**config.mk**
```make
export PLATFORM = sky130hd
export DESIGN_NAME = irig_edge_meas
export DESIGN_NICKNAME = d
export VERILOG_FILES = /design/src/rtl/irig_pkg.sv /design/src/rtl/irig_edge_chan.sv /design/src/rtl/irig_edge_meas.sv
export SDC_FILE = /design/constraint.sdc
export NUM_CORES = 1
export LEC_CHECK = 0
export ABC_AREA = 1
export BUFFER_PORTS_ARGS = -buffer_cell sky130_fd_sc_hd__buf_2
export CAP_MARGIN = 10
export CORE_ASPECT_RATIO = 1.1
export CORE_MARGIN = 4
export CORE_UTILIZATION = 51
export DETAILED_ROUTE_END_ITERATION = 10
export MAX_ROUTING_LAYER = met4
export PLACE_DENSITY = 0.72
export SYNTH_ARGS = -nofsm -noshare
export SYNTH_HDL_FRONTEND = slang
export SYNTH_SLANG_ARGS = --single-unit
```
**constraint.sdc**
```tcl
create_clock -name clk -period 1.8 [get_ports clk]
set_input_delay 0.18 -clock clk [delete_from_list [all_inputs] [get_ports clk]]
set_output_delay 0.18 -clock clk [all_outputs]
set_load 0.01 [all_outputs]
```
**src/rtl/irig_pkg.sv**
```systemverilog
// Shared encodings for the IRIG edge/width front end.
package irig_pkg;

    typedef enum logic [1:0] {
        S_LOW  = 2'b00,
        S_RISE = 2'b01,
        S_HIGH = 2'b10,
        S_FALL = 2'b11
    } irig_state_t;

    typedef enum logic [1:0] {
        MODE_RISE = 2'b00,
        MODE_FALL = 2'b01,
        MODE_BOTH = 2'b10,
        MODE_NONE = 2'b11
    } irig_mode_t;

endpackage

```
**src/rtl/irig_edge_chan.sv**
```systemverilog
// One IRIG channel: synchroniser, glitch filter, edge FSM and high-time counter.
module irig_edge_chan
    import irig_pkg::*;
#(
    parameter int SYNC_STAGES = 2,
    parameter int FILT_LEN    = 3,
    parameter int CNT_W       = 16
) (
    input  logic             clk,
    input  logic             rst_n,
    input  logic             irig_in,
    input  logic [1:0]       mode,
    output logic             level,
    output logic             edge_pulse,
    output logic             width_valid,
    output logic [CNT_W-1:0] width,
    output logic [1:0]       state
);

    localparam int FW = $clog2(FILT_LEN + 1);
    localparam logic [FW-1:0]    FILT_LAST = FW'(FILT_LEN - 1);
    localparam logic [CNT_W-1:0] CNT_MAX   = '1;

    logic [SYNC_STAGES-1:0] r_sync;
    logic [FW-1:0]          r_filt_cnt;
    logic                   r_level;
    irig_state_t            r_state;
    irig_state_t            w_state_nxt;
    logic [CNT_W-1:0]       r_cnt;
    logic [CNT_W-1:0]       r_width;
    logic                   r_width_valid;
    logic                   w_sample;

    assign w_sample = r_sync[SYNC_STAGES-1];

    always_ff @(posedge clk or negedge rst_n) begin
        if (!rst_n) begin
            r_sync     <= '0;
            r_filt_cnt <= '0;
            r_level    <= 1'b0;
        end else begin
            r_sync <= {r_sync[SYNC_STAGES-2:0], irig_in};
            if (w_sample == r_level) begin
                r_filt_cnt <= '0;
            end else if (r_filt_cnt == FILT_LAST) begin
                // FILT_LEN-th consecutive differing sample: accept the new level
                r_level    <= ~r_level;
                r_filt_cnt <= '0;
            end else begin
                r_filt_cnt <= r_filt_cnt + 1'b1;
            end
        end
    end

    always_ff @(posedge clk or negedge rst_n) begin
        if (!rst_n) begin
            r_state <= S_LOW;
        end else begin
            r_state <= w_state_nxt;
        end
    end

    always_comb begin
        w_state_nxt = r_state;
        edge_pulse  = 1'b0;
        case (r_state)
            S_LOW:  w_state_nxt = r_level ? S_RISE : S_LOW;
            S_RISE: begin
                w_state_nxt = r_level ? S_HIGH : S_FALL;
                edge_pulse  = (mode == MODE_RISE) || (mode == MODE_BOTH);
            end
            S_HIGH: w_state_nxt = r_level ? S_HIGH : S_FALL;
            S_FALL: begin
                w_state_nxt = r_level ? S_RISE : S_LOW;
                edge_pulse  = (mode == MODE_FALL) || (mode == MODE_BOTH);
            end
            default: w_state_nxt = S_LOW;
        endcase
    end

    always_ff @(posedge clk or negedge rst_n) begin
        if (!rst_n) begin
            r_cnt         <= '0;
            r_width       <= '0;
            r_width_valid <= 1'b0;
        end else begin
            r_width_valid <= 1'b0;
            case (r_state)
                S_RISE: r_cnt <= {{(CNT_W-1){1'b0}}, 1'b1};
                S_HIGH: if (r_cnt != CNT_MAX) r_cnt <= r_cnt + 1'b1;
                S_FALL: begin
                    r_width       <= r_cnt;
                    r_width_valid <= 1'b1;
                end
                default: ;
            endcase
        end
    end

    assign level       = r_level;
    assign width       = r_width;
    assign width_valid = r_width_valid;
    assign state       = r_state;

endmodule

```
**src/rtl/irig_edge_meas.sv**
```systemverilog
// Multi-channel IRIG conditioner: one irig_edge_chan per input, buses packed per channel.
module irig_edge_meas
    import irig_pkg::*;
#(
    parameter int CHANNELS    = 1,
    parameter int SYNC_STAGES = 2,
    parameter int FILT_LEN    = 3,
    parameter int CNT_W       = 16
) (
    input  logic                      clk,
    input  logic                      rst_n,
    input  logic [CHANNELS-1:0]       irig_in,
    input  logic [1:0]                mode,
    output logic [CHANNELS-1:0]       level,
    output logic [CHANNELS-1:0]       edge_pulse,
    output logic [CHANNELS-1:0]       width_valid,
    output logic [CHANNELS*CNT_W-1:0] width,
    output logic [2*CHANNELS-1:0]     state_vec
);

    for (genvar g = 0; g < CHANNELS; g++) begin : g_chan
        irig_edge_chan #(
            .SYNC_STAGES(SYNC_STAGES),
            .FILT_LEN   (FILT_LEN),
            .CNT_W      (CNT_W)
        ) u_chan (
            .clk        (clk),
            .rst_n      (rst_n),
            .irig_in    (irig_in[g]),
            .mode       (mode),
            .level      (level[g]),
            .edge_pulse (edge_pulse[g]),
            .width_valid(width_valid[g]),
            .width      (width[g*CNT_W +: CNT_W]),
            .state      (state_vec[2*g +: 2])
        );
    end

endmodule

```
==> impl_results.md <==
* Most numerous cell in the Yosys netlist: nand2_1
* Syn_nets at between 200 and 250
* Most frequent cells after synthesis: nand2_1 (59), dfrtp_1 (40), inv_1 (24)
* Cts bufs inserted at 5
* CTS Root Buffer Type: clkbuf_8
* First-pass GRT wire length at just over 7000 um
* HP Start: g_chan[0].u_chan.r_sync[0]
* Largest net degree at the start of global routing at 30
* Worst rel slew slack at between 70% and 80%
* H-tree levels at 2
* Status: finished clean
* Routed WL at 4050 um
* Grt peak-use layer: met2
* Switching Fraction at around 39%
* Met2 usage at 33.6%
* Nets@finish at approximately 270
* Part of the power in registers at between 40% and 50%
* Vias in the first global route at about 1600
* Synth top area share at around half
* PD cells at ~1300 nW/um2
* Final ANT Viol Nets at 0
* Sw power at 1.13 mW
* Worst-margin pin slew at 420 ps
* Initial DRC count at 37
* Setup TNS Final at 0 ps
* Die ar. at a little under 5000 um2
* Via density at around 5
* Yosys cell types at 26
* Fin. max-slew vios at 0
* Total grt overflow at 0
* CP Launch Type: flop
* Initial core utilization at roughly 53%
* Drt pass-1 iters at 4
* CP Data Arrival Time at about 1500 ps
* Final Skew at 6.68 ps
* Post-Syn Area at 1950 um2
* Lkg Pwr at 1.12 nW
* Sink Count at 40
* Worst path required time at around 1600 ps
* Ys Warns at 0
* DRC at 0
* Launching point of the worst reg2reg path: g_chan[0].u_chan.r_cnt[1]
* Met1 usage at a little under a quarter
* Placer Congestion at 0.978
* DR vias at ~1600
* Total Routing Usage GR at between 20% and 30%
* Max cap viols at 0
* Routing usage on met3 at 3.70%
* WS Path Type: flop to output pin
* Final setup viols at 0
* Final hold viol count at 0
* Final Critical Period at 1700 ps
* Final Non-Filler Cells at approximately 320
* Area growth from synthesis to layout at 18.3%
* CP Launch Point: g_chan[0].u_chan.state[0]
* Gate power share at 38.0%
* Crit end category: output pin
* Clock Power Share at a little over a fifth
* Worst-Skew Late Latency at between 200 and 300 ps
* Cell row count at 23
* F_max at approximately 0.59 GHz
* Die Ht at 72.9 um
* Cells after DPL at roughly 300
* CTS tree: built
* Initial antenna violation count at 0
* I/O Pins at 26
* PortBufs at 25
* Drt wl/cell at between 10 and 15 um
* Dpl hpwl at approximately 2900 um
* Post-synth top area cell: dfrtp_1
* Fraction of layout cells with a size suffix above 1 at roughly a quarter
* Cells after Synth at between 200 and 250
* Worst vdd ir at 0.982 mV
* Antenna Cells at 0
* Post-synthesis sequential area ratio at 51.3%
* Worst hold path type: flop to flop
* Ys async rst share at 100%
* RSZ-0062 raised after global routing: false
* Ys flop type: dfrtp_1
* Clock tree buffer depth at 2
* Clock-pin slew of the registers on the worst-case setup and hold paths at approximately 70 ps
* Period utilization at a little over nine tenths
* Die width at roughly 67 um
* Post-synth EDFFs at 0
* Syn_area_per_cell at between 8 and 9 um2
* Synth top area cells: dfrtp_1 (51%), nand2_1 (11%), o21ai_0 (5.1%), inv_1 (4.6%), nor2_1 (4.4%)
* CP Max Fanout at 6
* Std-Cell Core Area at 3650 um2
* Power Internal at between 1.5 and 2 mW
* FF+latch count, synth at 40
path summary, 6_finish.rpt:
path / endpoint / slack, ps / cells after the start
setup / recovery: edge_pulse / 100 / 6
hold / removal: g_chan[0].u_chan.r_sync[1] / 350 / 0
setup reg to reg: g_chan[0].u_chan.r_cnt[0] / 120 / 8
hold reg to reg: g_chan[0].u_chan.r_sync[1] / 350 / 0
max in group asynchronous: g_chan[0].u_chan.width[8] / 970 / 3
min in group asynchronous: g_chan[0].u_chan.r_cnt[4] / 370 / 2
registers in the layout, summed over array words and instances, names as in the netlist:
signal	flops
g_chan.u_chan.r_cnt	16
g_chan.u_chan.state	2
g_chan.u_chan.width	16
g_chan.u_chan.r_filt_cnt	2
g_chan.u_chan.width_valid	1
g_chan.u_chan.r_sync	2
g_chan.u_chan.level	1
cell usage in the layout, fill, tap and decap left out, types with 3 or more instances in the layout:
cell	netlist	layout
nand2_1	59	59
dfrtp_1	40	38
buf_2	1	25
inv_1	24	24
nor2_1	23	23
o21ai_0	20	20
nand3_1	13	13
buf_4	0	8
o21ai_2	7	7
clkbuf_8	0	6
nand2_2	5	5
o21ai_1	4	4
a21oi_1	3	3
xor2_1	3	3
ha_1	4	3
power groups by stage:
stage          Sequential [mW]  Clock (mW)  Combinational, mW
6_report                  1.20       0.608               1.11
5_1_grt                   1.22       0.659               1.24
3_3_place_gp              1.18           0               1.03
4_1_cts                   1.19       0.622               1.08
2_1_floorplan             1.21           0              0.716
3_5_place_dp              1.19           0               1.05
metal layers:
metal  share of wire [%]  vias up
met5                   0        -
met4                 1.6        0
li1                    -      798
met1                  45      747
met3                 4.0        5
met2                  50       34
critical path, stage by stage, from the launching register on:
cell and delay [ps]:
dfrtp_2 410, ha_4 170, inv_1 50, or2_2 270, o211ai_1 80, o21ai_0 100
buf_2 140
kinds of logic after synthesis:
| logic type | synth area share, % |
|---|---|
| and+or+nand+nor | 25.5 |
| adders and majority gates | 2.56 |
| xor gates and xnor gates | 2.24 |
| buffers and inverters | 6.60 |
| DFF | 51.3 |
| AOI/OAI and AO/OA | 11.3 |
| muxes | 0.513 |
per-stage QoR:
step	instance area (um2)	setup WS (ps)	util (%)	hold WS (ps)	power (mW)
2_1_floorplan	1950	323	-	-116	1.93
3_3_place_gp	2170	251	59.4	140	2.21
3_5_place_dp	2170	164	59.4	142	2.25
4_1_cts	2290	22.6	62.7	357	2.90
5_1_grt	2310	4.98	63.2	370	3.12
6_report	2310	98.9	63.2	353	2.91
cell type report:
class                           instances  area [um2]
Fill cell                             326        1350
Sequential cell                        40        1000
Multi-Input combinational cell        157         835
Timing Repair Buffer                   36         225
Inverter                               25        93.8
Clock buffer                            8        90.1
Tap cell                               50        62.6
timing repair:
| action | in CTS | in global routing |
|---|---|---|
| resized for setup | 2 | 2 |
| hold endpoints to repair | 18 | 0 |
| pin swaps | 0 | 2 |
| setup buffers | 0 | 2 |
| hold buffers | 2 | 0 |
| setup endpoints to repair | 1 | 5 |
Note: power is estimated with default switching activity, not from simulation.
